`src/rtl/cmd_frame_deser_pkg.sv`:
```
// Shared constants and helpers for the command-frame deserializer.
package cmd_frame_deser_pkg;

    localparam int FRAME_BITS = 48;
    localparam int ADDR_W     = 8;
    localparam int DATA_W     = 32;
    localparam int CRC_W      = 8;
    localparam int CNT_BITS   = 6;

    localparam logic [CRC_W-1:0] CRC_POLY_DEF = 8'h07;

    // Frame FSM encoding
    localparam logic [1:0] ST_IDLE  = 2'd0;
    localparam logic [1:0] ST_RECV  = 2'd1;
    localparam logic [1:0] ST_CHECK = 2'd2;

    // Saturating 8-bit increment used by the error counter
    function automatic logic [7:0] sat_inc8(input logic [7:0] v);
        return (v == 8'hFF) ? v : v + 8'd1;
    endfunction

endpackage

```
`src/rtl/crc8_serial.sv`:
```
// Bit-serial CRC-8, MSB first, no reflection, no output XOR.
// clr_i restarts from zero; when clr_i and en_i are both set the bit is
// folded into the freshly cleared register. crc_nxt_o is the remainder
// including this cycle's bit, so a caller can judge a frame on the same
// edge that samples its last bit.
module crc8_serial
    import cmd_frame_deser_pkg::*;
#(
    parameter logic [CRC_W-1:0] POLY = CRC_POLY_DEF
) (
    input  logic             bclk,
    input  logic             rstb,
    input  logic             clr_i,
    input  logic             en_i,
    input  logic             bit_i,
    output logic [CRC_W-1:0] crc_nxt_o
);

    logic [CRC_W-1:0] crc_q;
    logic [CRC_W-1:0] crc_d;
    logic [CRC_W-1:0] base;

    // Next remainder: optional clear, then optional one-bit LFSR step
    always_comb begin
        base  = clr_i ? '0 : crc_q;
        crc_d = base;
        if (en_i) begin
            crc_d = {base[CRC_W-2:0], 1'b0} ^ ((base[CRC_W-1] ^ bit_i) ? POLY : '0);
        end
    end

    // Remainder register
    always_ff @(posedge bclk or negedge rstb) begin
        if (!rstb) crc_q <= '0;
        else       crc_q <= crc_d;
    end

    assign crc_nxt_o = crc_d;

endmodule

```
`src/rtl/cmd_frame_deser.sv`:
```
// Serial command-frame deserializer: assembles addr/data/crc frames,
// validates the CRC and publishes good frames to the command registers.
//
//   state    | meaning
//   ---------+-------------------------------------------------------
//   IDLE     | no frame in progress, waiting for the first bit
//   RECV     | collecting bits 2..48, gap timer running between bits
//   CHECK    | one cycle: latchOut or crc_err visible, datapath cleared
module cmd_frame_deser
    import cmd_frame_deser_pkg::*;
#(
    parameter int               GAP_TIMEOUT = 1024,
    parameter int               CNT_W       = 11,
    parameter logic [CRC_W-1:0] CRC_POLY    = CRC_POLY_DEF
) (
    input  logic              bclk,
    input  logic              rstb,
    input  logic              bit_valid,
    input  logic              bit_data,
    output logic [ADDR_W-1:0] addrOut,
    output logic [DATA_W-1:0] dataOut,
    output logic              latchOut,
    output logic              crc_err,
    output logic              gap_err,
    output logic [7:0]        good_cnt,
    output logic [7:0]        err_cnt
);

    localparam int SH_W = FRAME_BITS - 1;
    localparam logic [CNT_BITS-1:0] LAST_BIT = CNT_BITS'(FRAME_BITS - 1);
    localparam logic [CNT_W-1:0]    GAP_LAST = CNT_W'(GAP_TIMEOUT - 1);

    // Only 47 bits are stored; the 48th is on bit_data when the frame is judged.
    logic [1:0]          state_q,   state_d;
    logic [SH_W-1:0]     shift_q,   shift_d;
    logic [CNT_BITS-1:0] cnt_q,     cnt_d;
    logic [CNT_W-1:0]    gap_q,     gap_d;
    logic [ADDR_W-1:0]   addr_q,    addr_d;
    logic [DATA_W-1:0]   data_q,    data_d;
    logic                latch_q,   latch_d;
    logic                crc_err_q, crc_err_d;
    logic                gap_err_q, gap_err_d;
    logic [7:0]          good_q,    good_d;
    logic [7:0]          err_q,     err_d;

    logic                crc_clr;
    logic                crc_en;
    logic [CRC_W-1:0]    crc_nxt;

    crc8_serial #(.POLY(CRC_POLY)) u_crc (
        .bclk      (bclk),
        .rstb      (rstb),
        .clr_i     (crc_clr),
        .en_i      (crc_en),
        .bit_i     (bit_data),
        .crc_nxt_o (crc_nxt)
    );

    // Frame FSM and datapath next-state
    always_comb begin
        state_d   = state_q;
        shift_d   = shift_q;
        cnt_d     = cnt_q;
        gap_d     = gap_q;
        addr_d    = addr_q;
        data_d    = data_q;
        latch_d   = 1'b0;
        crc_err_d = 1'b0;
        gap_err_d = 1'b0;
        good_d    = good_q;
        err_d     = err_q;
        crc_clr   = 1'b0;
        crc_en    = 1'b0;

        case (state_q)
            ST_IDLE: begin
                if (bit_valid) begin
                    shift_d = {{(SH_W-1){1'b0}}, bit_data};
                    cnt_d   = CNT_BITS'(1);
                    gap_d   = '0;
                    crc_clr = 1'b1;
                    crc_en  = 1'b1;
                    state_d = ST_RECV;
                end
            end

            ST_RECV: begin
                if (bit_valid) begin
                    shift_d = {shift_q[SH_W-2:0], bit_data};
                    cnt_d   = cnt_q + CNT_BITS'(1);
                    gap_d   = '0;
                    crc_en  = 1'b1;
                    if (cnt_q == LAST_BIT) begin
                        state_d = ST_CHECK;
                        if (crc_nxt == '0) begin
                            // {shift_q, bit_data} is the whole frame: addr at the top
                            latch_d = 1'b1;
                            addr_d  = shift_q[SH_W-1 -: ADDR_W];
                            data_d  = shift_q[SH_W-1-ADDR_W -: DATA_W];
                            good_d  = good_q + 8'd1;
                        end else begin
                            crc_err_d = 1'b1;
                            err_d     = sat_inc8(err_q);
                        end
                    end
                end else if (gap_q == GAP_LAST) begin
                    gap_err_d = 1'b1;
                    err_d     = sat_inc8(err_q);
                    shift_d   = '0;
                    cnt_d     = '0;
                    gap_d     = '0;
                    crc_clr   = 1'b1;
                    state_d   = ST_IDLE;
                end else begin
                    gap_d = gap_q + CNT_W'(1);
                end
            end

            ST_CHECK: begin
                shift_d = '0;
                cnt_d   = '0;
                gap_d   = '0;
                crc_clr = 1'b1;
                state_d = ST_IDLE;
                if (bit_valid) begin
                    shift_d = {{(SH_W-1){1'b0}}, bit_data};
                    cnt_d   = CNT_BITS'(1);
                    crc_en  = 1'b1;
                    state_d = ST_RECV;
                end
            end

            default: begin
                shift_d = '0;
                cnt_d   = '0;
                gap_d   = '0;
                crc_clr = 1'b1;
                state_d = ST_IDLE;
            end
        endcase
    end

    // State, datapath and output registers
    always_ff @(posedge bclk or negedge rstb) begin
        if (!rstb) begin
            state_q   <= ST_IDLE;
            shift_q   <= '0;
            cnt_q     <= '0;
            gap_q     <= '0;
            addr_q    <= '0;
            data_q    <= '0;
            latch_q   <= 1'b0;
            crc_err_q <= 1'b0;
            gap_err_q <= 1'b0;
            good_q    <= '0;
            err_q     <= '0;
        end else begin
            state_q   <= state_d;
            shift_q   <= shift_d;
            cnt_q     <= cnt_d;
            gap_q     <= gap_d;
            addr_q    <= addr_d;
            data_q    <= data_d;
            latch_q   <= latch_d;
            crc_err_q <= crc_err_d;
            gap_err_q <= gap_err_d;
            good_q    <= good_d;
            err_q     <= err_d;
        end
    end

    assign addrOut  = addr_q;
    assign dataOut  = data_q;
    assign latchOut = latch_q;
    assign crc_err  = crc_err_q;
    assign gap_err  = gap_err_q;
    assign good_cnt = good_q;
    assign err_cnt  = err_q;

endmodule

```
`config.mk`:
```
export PLATFORM = sky130hd
export DESIGN_NAME = cmd_frame_deser
export DESIGN_NICKNAME = d
export VERILOG_FILES = /design/src/rtl/cmd_frame_deser_pkg.sv /design/src/rtl/crc8_serial.sv /design/src/rtl/cmd_frame_deser.sv
export SDC_FILE = /design/constraint.sdc
export NUM_CORES = 1
export LEC_CHECK = 0
export CELL_PAD_IN_SITES_DETAIL_PLACEMENT = 1
export CELL_PAD_IN_SITES_GLOBAL_PLACEMENT = 2
export CORE_UTILIZATION = 33
export DETAILED_ROUTE_END_ITERATION = 12
export PLACE_DENSITY = 0.78
export SYNTH_ARGS = -nofsm -noshare
export SYNTH_HDL_FRONTEND = slang
export SYNTH_HIERARCHICAL = 1
export SYNTH_SLANG_ARGS = --single-unit
```
`constraint.sdc`:
```
create_clock -name bclk -period 3.2 [get_ports bclk]
set_input_delay 0.48 -clock bclk [delete_from_list [all_inputs] [get_ports bclk]]
set_output_delay 0.48 -clock bclk [all_outputs]
set_load 0.005 [all_outputs]
```
==> summary.txt, run 1 <==
Run status
  – Status: finished, violations left
  – Failing checks: setup timing

Synthesis
  – Yosys warning total: 6
  – Yosys reg bits: 133
  – Synth Instances: 495
  – XOR/XNOR Fraction of Synth Area: 3.08%
  – Post-synth EDFFs: 0
  – Sequential area share after synthesis: 61.5%
  – Adder-cell share of the synthesized area: 0.925%
  – Synth Flop Type: dfrtp_1
  – Syn_nets: 503
  – Largest family of logic cells by synthesized area: simple AND/OR/NAND/NOR gates
  – Area fraction in compound gates after synthesis: 12.3%
  – Async set-reset flop share out of synthesis: 100%
  – Mux cell area share after synthesis: 1.69%
  – Mapped Area: 5410 um^2
  – Mean Syn Cell Area: 10.9 um^2
  – Simple-Gate Fraction of Synth Area: 17.9%
  – Yosys cell types: 49

Route
  – Post-DR vias/cell: 4.85
  – Detail Route Antenna Nets: 0
  – Final wirelength: 13000 um
  – Initial DRC count: 196
  – Residual DRC count: 0
  – Router iterations before antenna repair: 4
  – Wire per inst: 15.7 um
  – Routed via count: 4023

Run
  – Max-cap viol count: 0

Clock network
  – CTS max path bufs: 2
  – Clk sink count: 133
  – Root Buffer: clkbuf_16
  – Skew-Pair Late Insertion Delay: 0.42 ns
  – Num CTS Buffers: 17
  – CTS tree: built
  – H-tree lvl count: 4
  – Clock slew at the register clock pins of the worst setup and hold paths: 0.06 ns

Timing
  – Final Cycle Share: 104%
  – Setup Skew: 0.0102 ns
  – Fmax: 299 MHz
  – Final worst slack: -0.140 ns
  – Final slew viol count: 0
  – Crit path time final: 3.34 ns
  – Worst-margin pin slew: 0.721 ns
  – Unrepaired setup endpoints after global routing: true
  – Rel. slew slack: 51.6%
  – Final hold violation count: 0
  – Setup-failing EPs final: 26

Worst setup path
  – Highest fanout seen on the critical path: 8
  – Startpoint types: flop
  – CP Data Required Time: 3.50 ns
  – R2r setup slk: -0.14 ns
  – CP Class: reg -> reg
  – CP Data Arrival Time: 3.64 ns
  – Worst setup EP type: flop

Pwr
  – Leak pwr: 3.53 nW
  – Tot Pwr: 3.99 mW
  – Power per Cell Area: 537 nW/um^2
  – VDD IR-drop max: 0.378 mV

Floorplan
  – Die footprint: 16900 um^2
  – Die Y: 130 um
  – Core Region: 15900 um^2
  – Die Wd: 130 um
  – IO Pins: 63
  – Initial Util: 33.9%
  – Row cnt: 46

Global route
  – Pin count of the biggest net entering global routing: 68
  – Antenna violations before repair: 0
  – Total track usage: 16.5%
  – First-pass GRT wire length: 21500 um
  – Gr ovfl total: 0
  – Vias in the first global route: 4284

Placement
  – # port buffers: 62
  – GP Congestion: 0.779
  – DP Worst Slack: -0.339 ns
  – HPWL Detailed: 8660 um

Cells and area
  – Ant. Diodes: 0
  – P&R area growth vs syn: 37.5%
  – Layout cell share with drive strength beyond 1: 21.4%
  – Final net count: 608

Hold path
  – Tightest Hold Check Type: in -> async
-- through the flow --
step	hold WS (ns)	area [um^2]	setup TNS, ns	util, %	cells
after floorplan	0.184	5460	-0.624	-	495
after global placement	0.457	6540	-3.09	41.0	786
after detailed placement	0.461	6540	-7.23	41.0	786
after CTS	0.0612	7200	-0.522	45.1	824
after global routing	0.0830	7440	-5.71	46.7	829
final	0.0346	7440	-1.01	46.7	829
-- power breakdown --
group / switching (mW) / internal [mW]
registers: 0.0468 / 1.73
logic: 0.141 / 0.118
clock network: 0.772 / 1.19
total: 0.960 / 3.03
-- layout by cell type (no fill, tap or decap), types with 4 or more instances in the layout --
| cell | instances |
|---|---|
| clkinv_4 | 5 |
| nand2_4 | 14 |
| xnor2_1 | 6 |
| nand3_1 | 8 |
| clkdlybuf4s50_1 | 61 |
| clkbuf_16 | 18 |
| buf_4 | 42 |
| nand2_2 | 9 |
| buf_6 | 4 |
| xor2_1 | 13 |
| nor3_1 | 5 |
| o21ai_0 | 14 |
| a22o_1 | 48 |
| nand2_1 | 125 |
| nor3_2 | 4 |
| mux2i_1 | 5 |
| nor2_1 | 17 |
| a21oi_1 | 8 |
| inv_1 | 7 |
| or3_1 | 4 |
| dfrtp_1 | 133 |
-- repair_timing --
action,in CTS,in global routing
buffers inserted,6,5
pin swaps,3,17
cloned,0,1
hold buffers,0,0
gates resized for setup,1,47
endpoints found under the setup margin,52,54
endpoints found under the hold margin,0,0
-- registers in the layout (all words and copies together) (netlist names), 2 cells and up --
| signal | flops |
|---|---|
| state_q | 2 |
| good_cnt | 8 |
| shift_q | 47 |
| cnt_q | 6 |
| err_cnt | 8 |
| dataOut | 32 |
| addrOut | 8 |
| gap_q | 11 |
| u_crc/crc_q | 8 |
-- logic make-up (layout without fill, tap and decap cells) --
group / after synthesis / in the layout
buf+inv: 33 / 151
compound gates: 84 / 84
xor+xnor: 19 / 19
simple gates: 214 / 214
fa+ha+maj: 4 / 4
mux: 8 / 8
flops: 133 / 133
-- critical path, cell delays in order (launching register included) --
cell and delay (ns):
dfrtp_1 0.39, ha_4 0.17, nand3_4 0.07, or3_4 0.37, o211ai_1 0.17, buf_4 0.17
nor3_2 0.04, a221o_1 0.35, or4_4 0.56, or2_4 0.27, a21oi_4 0.15, buf_12 0.14
nor2_2 0.05, mux2_4 0.32
-- final timing paths --
check,start,endpoint,cells after the start
max,gap_q[1],err_cnt[1],13
min,rstb,shift_q[38],1
max reg2reg,gap_q[1],err_cnt[1],13
min reg2reg,dataOut[19],dataOut[19],2
max in group asynchronous,rstb,good_cnt[0],2
min in group bclk,dataOut[19],dataOut[19],2
-- Yosys cell counts (all sizes together) (2+ instances only) --
master,n,area [um^2]
buf,8,42.5
nor4,3,33.8
xor2,13,114
or2,2,12.5
or3,5,31.3
nor2,21,86.3
mux2,3,41.3
nand2b,2,12.5
a21oi,9,56.3
ha,4,50.1
nor3,9,50.1
nand4b,3,26.3
nor4b,2,30.0
or4,2,18.8
xnor2,6,52.6
a221o,2,20.0
a22o,48,420
nand4,4,40.0
o21ai,14,70.1
inv,7,26.3
nor2b,2,12.5
nand2,148,558
nand3,9,45.0
dfrtp,133,3330
mux2i,5,50.1
clkbuf,17,63.8
-- layout make-up --
| type | count | area (um^2) |
|---|---|---|
| Sequential cell | 133 | 3330 |
| Inverter | 8 | 35.0 |
| Fill cell | 1735 | 8500 |
| Timing Repair Buffer | 111 | 1060 |
| Multi-Input combinational cell | 329 | 2150 |
| Clock buffer | 18 | 439 |
| Tap cell | 216 | 270 |
| Clock inverter | 14 | 166 |
-- per-layer routing --
layer,vias to the layer above,GRT usage [%],share of wire [%]
met2,69,27.0,50
met3,11,4.47,3.4
met1,2036,20.9,46
met4,0,6.29,1.1
met5,-,0,0
li1,1907,-,-
(Power assumes the default switching activity.)
==> inputs of run 2 (changes only) <==
--- a/config.mk
+++ b/config.mk
@@ -7,6 +7,7 @@
 export LEC_CHECK = 0
 export CELL_PAD_IN_SITES_DETAIL_PLACEMENT = 1
 export CELL_PAD_IN_SITES_GLOBAL_PLACEMENT = 2
+export CORE_MARGIN = 3
 export CORE_UTILIZATION = 33
 export DETAILED_ROUTE_END_ITERATION = 12
 export PLACE_DENSITY = 0.78
==> summary.txt, run 2 (same netlist as run 1, synthesis figures left out) <==
Route
  – Detail Route Antenna Nets: 0
  – Residual DRC count: 0
  – Router iterations before antenna repair: 4
  – Wire per inst: 15.5 um
  – Final wirelength: 12900 um
  – Post-DR vias/cell: 4.93
  – Initial DRC count: 169
  – Routed via count: 4098

Timing
  – Setup Skew: 0.00678 ns
  – Final slew viol count: 0
  – Rel. slew slack: 59.6%
  – Setup TNS: -4.30 ns
  – Final worst slack: -0.157 ns
  – Worst-margin pin slew: 0.605 ns
  – Worst hold margin: 0.470 ns
  – Fmax: 298 MHz
  – Setup-failing EPs final: 53
  – Crit path time final: 3.36 ns
  – Final hold violation count: 0
  – Final Cycle Share: 105%
  – Unrepaired setup endpoints after global routing: true

Cells and area
  – Commonest non-fill, non-tap cell in the layout: nand2_1
  – Largest register FFs: 47
  – Register name with the most flops: shift_q
  – Design Area, Final: 7340 um^2
  – Fill cell count: 1732
  – Layout cell share with drive strength beyond 1: 17.9%
  – Final net count: 611
  – P&R area growth vs syn: 35.7%
  – Ant. Diodes: 0
  – Commonest non-fill, non-tap cells in the layout: nand2_1 (147), dfrtp_1 (133), clkdlybuf4s50_1 (61)

Run status
  – Status: finished, violations left
  – Failing checks: setup timing

Floorplan
  – Initial Util: 33.9%
  – Core Region: 15900 um^2
  – Die Wd: 134 um
  – Die Y: 134 um
  – Die footprint: 18000 um^2
  – Row cnt: 46
  – IO Pins: 63

Clock network
  – CTS tree: built
  – Clock slew at the register clock pins of the worst setup and hold paths: 0.06 ns
  – Root Buffer: clkbuf_16
  – Num CTS Buffers: 17
  – CTS max path bufs: 2
  – Skew-Pair Late Insertion Delay: 0.42 ns
  – Clk sink count: 133
  – H-tree lvl count: 4

Pwr
  – Leak pwr: 3.54 nW
  – VDD IR-drop max: 0.376 mV
  – Power per Cell Area: 547 nW/um^2
  – Tot Pwr: 4.01 mW

Global route
  – Antenna violations before repair: 0
  – Pin count of the biggest net entering global routing: 55
  – Vias in the first global route: 4356
  – First-pass GRT wire length: 22000 um
  – Total track usage: 15.2%
  – Gr ovfl total: 0

Placement
  – Placement Cell Area: 6580 um^2
  – HPWL Detailed: 8620 um
  – GP Congestion: 0.790
  – DP Worst Slack: -0.348 ns
  – # port buffers: 62

Worst setup path
  – Highest fanout seen on the critical path: 7
  – CP Class: reg -> reg
  – CP Data Required Time: 3.50 ns
  – CP startpoint: gap_q[1]
  – Reg2Reg Launch Point: gap_q[1]
  – Slowest stage cell, crit path: or4_4
  – Startpoint types: flop
  – CP Data Arrival Time: 3.66 ns
  – Worst setup EP type: flop
  – Max incr delay on CP: 0.56 ns
  – Critical Path, Cell by Cell: ha_4 > nand3_4 > or3_4 > o211ai_1 > buf_4 > nor2_2 > a221o_1 > or4_4 > or2_4 > a21oi_4 > buf_12 > nor2_4 > mux2_4

Hold path
  – Tightest Hold Check Type: reg -> reg
  – HP Start: dataOut[20]

Run
  – Max-cap viol count: 0
-- run 2: cell type report --
| cell class | count | area, um^2 | share of cell area (%) |
|---|---|---|---|
| timing repair buffer | 114 | 1080 | 14.7 |
| sequential | 133 | 3330 | 45.3 |
| multi-input combinational | 329 | 2030 | 27.6 |
| tap | 216 | 270 | 3.68 |
| clock inverter | 12 | 154 | 2.10 |
| clock buffer | 19 | 443 | 6.03 |
| inverter | 8 | 35.0 | 0.477 |
-- run 2: final timing paths --
kind | end | slack (ns) | cells after the start
max reg2reg | err_cnt[1] | -0.16 | 13
min | dataOut[20] | 0.47 | 2
max | err_cnt[1] | -0.16 | 13
min in group asynchronous | addrOut[2] | 0.55 | 2
min reg2reg | dataOut[20] | 0.47 | 2
max in group asynchronous | dataOut[17] | 1.96 | 3
-- run 2: report_power, final --
| part | switching [mW] | total (mW) | internal (mW) |
|---|---|---|---|
| Sequential | 0.0456 | 1.77 | 1.73 |
| Combinational | 0.145 | 0.266 | 0.122 |
| Clock | 0.732 | 1.97 | 1.24 |
| Total | 0.922 | 4.01 | 3.09 |
-- run 2: repair_timing --
item / 4_1_cts / 5_1_grt
endpoints found under the hold margin: 8 / 0
buffers inserted: 6 / 7
resized for setup: 4 / 10
pin swaps: 8 / 6
endpoints found under the setup margin: 57 / 57
hold buffers: 1 / 0
cloned: 0 / 0
-- run 2: routing by layer --
layer  track usage [%]  share of wire, %  vias to the layer above
li1                  -                 -                     1917
met5                 0                 0                        -
met4              5.60               1.6                        0
met3              4.24               3.7                       20
met2              24.4                49                       80
met1              19.9                46                     2081
-- run 2: worst max-delay path, delay by kind of cell (launching register included) --
kind / cells / cell delay (ns)
simple gates: 6 / 1.35
compound gates: 3 / 0.71
fa+ha+maj: 1 / 0.16
flops: 1 / 0.39
mux: 1 / 0.31
buf+inv: 2 / 0.31
-- run 2: through the flow --
step | instances | utilization, %
global route | 831 | 46.0
floorplan | 495 | -
global placement | 786 | 41.2
detailed placement | 786 | 41.2
finish | 831 | 46.0
CTS | 824 | 45.5
==> inputs of run 3 (changes only) <==
--- a/config.mk
+++ b/config.mk
@@ -5,12 +5,14 @@
 export SDC_FILE = /design/constraint.sdc
 export NUM_CORES = 1
 export LEC_CHECK = 0
+export ABC_CLOCK_PERIOD_IN_PS = 3200
 export CELL_PAD_IN_SITES_DETAIL_PLACEMENT = 1
 export CELL_PAD_IN_SITES_GLOBAL_PLACEMENT = 2
 export CORE_MARGIN = 3
 export CORE_UTILIZATION = 33
 export DETAILED_ROUTE_END_ITERATION = 12
 export PLACE_DENSITY = 0.78
+export REMOVE_ABC_BUFFERS = 1
 export SYNTH_ARGS = -nofsm -noshare
 export SYNTH_HDL_FRONTEND = slang
 export SYNTH_HIERARCHICAL = 1
==> summary.txt, run 3 (same netlist as run 1, synthesis figures left out) <==
Timing
  – Final Cycle Share: 109%
  – Setup Skew: 0.0120 ns
  – Worst hold margin: 0.106 ns
  – Setup TNS: -12.38 ns
  – Crit path time final: 3.50 ns
  – Final slew viol count: 0
  – Unrepaired setup endpoints after global routing: true
  – Rel. slew slack: 50.9%
  – Fmax: 286 MHz
  – Setup-failing EPs final: 57
  – Final worst slack: -0.300 ns
  – Final hold violation count: 0
  – Worst-margin pin slew: 0.731 ns

Worst setup path
  – R2r worst-path depth: 16
  – R2R Path End: good_cnt[4]
  – Startpoint types: flop
  – Highest fanout seen on the critical path: 8
  – CP Data Required Time: 3.49 ns
  – CP Class: reg -> reg
  – CP Data Arrival Time: 3.79 ns
  – Worst setup EP type: flop
  – R2r setup slk: -0.30 ns
  – Reg2Reg Launch Point: gap_q[0]

Global route
  – Vias in the first global route: 4480
  – Pin count of the biggest net entering global routing: 79
  – First-pass GRT wire length: 23400 um
  – Gr ovfl total: 0
  – Total track usage: 16.2%
  – Antenna violations before repair: 0

Floorplan
  – Die Wd: 134 um
  – IO Pins: 63
  – Initial Util: 33.9%
  – Die Y: 134 um
  – Core Region: 15900 um^2
  – Row cnt: 46
  – Die footprint: 18000 um^2

Cells and area
  – Finished Core Util: 49.9%
  – P&R area growth vs syn: 47.1%
  – Ant. Diodes: 0
  – Final net count: 627
  – Layout cell share with drive strength beyond 1: 32.4%
  – Commonest non-fill, non-tap cells in the layout: dfrtp_1 (133), nand2_1 (73), clkdlybuf4s50_1 (61)
  – Register name with the most flops: shift_q
  – Commonest non-fill, non-tap cell in the layout: dfrtp_1
  – Largest register FFs: 47

Route
  – Metal1 wirelength: 6650 um
  – Routed via count: 4187
  – Router iterations before antenna repair: 5
  – Routed met2 length: 7390 um
  – Initial DRC count: 232
  – Residual DRC count: 0
  – Wire per inst: 17.1 um
  – Final wirelength: 14500 um
  – Post-DR vias/cell: 4.94
  – Top Layer Used: met4
  – WL met3: 353 um
  – Detail Route Antenna Nets: 0

Clock network
  – Skew-Pair Late Insertion Delay: 0.41 ns
  – Clk sink count: 133
  – Num CTS Buffers: 17
  – H-tree lvl count: 4
  – Clock slew at the register clock pins of the worst setup and hold paths: 0.06 ns
  – CTS max path bufs: 2
  – Root Buffer: clkbuf_16
  – CTS tree: built
  – Hold-fix buffers, CTS: 0

Placement
  – # port buffers: 62
  – GP Congestion: 0.755
  – DP Worst Slack: -0.343 ns
  – HPWL Detailed: 8670 um

Run
  – Max-cap viol count: 0

Pwr
  – Leak pwr: 3.91 nW
  – Power per Cell Area: 503 nW/um^2
  – VDD IR-drop max: 0.403 mV

Hold path
  – Tightest Hold Check Type: in -> async

Run status
  – Failing checks: setup timing
  – Status: finished, violations left
## run 3: final cells by class
type,count,area [um^2]
Timing Repair Buffer,130,1400
Tap cell,216,270
Inverter,8,35.0
Fill cell,1674,7980
Sequential cell,133,3330
Multi-Input combinational cell,329,2330
Clock buffer,18,429
Clock inverter,14,160
## run 3: how the worst max path moves through the flow
stage	start	end	slack [ns]
floorplan	gap_q[0]	good_cnt[7]	-0.99
global placement	bit_valid	err_cnt[7]	-0.17
detailed placement	bit_valid	err_cnt[7]	-0.34
CTS	gap_q[1]	err_cnt[3]	-0.14
global route	gap_q[1]	good_cnt[4]	-0.45
finish	gap_q[0]	good_cnt[4]	-0.30
## run 3: where the power goes
group	total, mW	switching [mW]	internal [mW]
combinational	0.262	0.148	0.114
clock	1.96	0.743	1.22
sequential	1.78	0.0464	1.73
total	4.00	0.937	3.06
## run 3: through the flow
stage	power, mW	std cells	area [um^2]
3_5_place_dp	2.03	784	6490
5_1_grt	4.17	848	7960
4_1_cts	4.03	833	7340
3_3_place_gp	2.02	784	6490
6_report	4.00	848	7960
2_1_floorplan	1.91	470	5300
## run 3: timing repair
action | CTS | global route
gates cloned | 1 | 7
setup buffers | 16 | 10
hold endpoints to repair | 0 | 0
pin swaps | 17 | 76
gates resized for setup | 26 | 120
endpoints found under the setup margin | 55 | 57
## run 3: routing by layer
metal | global-route usage (%) | vias to the layer above
met4 | 4.52 | 0
met5 | 0 | -
li1 | - | 1958
met2 | 26.8 | 69
met3 | 3.86 | 10
met1 | 21.4 | 2150
## run 3: critical path: stages (launching register included)
cell,delay [ns]
dfrtp_1,0.35
ha_2,0.19
nand3_2,0.09
or3_4,0.38
o211ai_1,0.26
nor2_1,0.11
buf_4,0.15
a221o_1,0.34
or4_4,0.56
buf_6,0.14
nor2_4,0.11
nand2_4,0.09
clkinv_4,0.08
buf_4,0.12
buf_12,0.13
nand4_1,0.12
xnor2_1,0.15
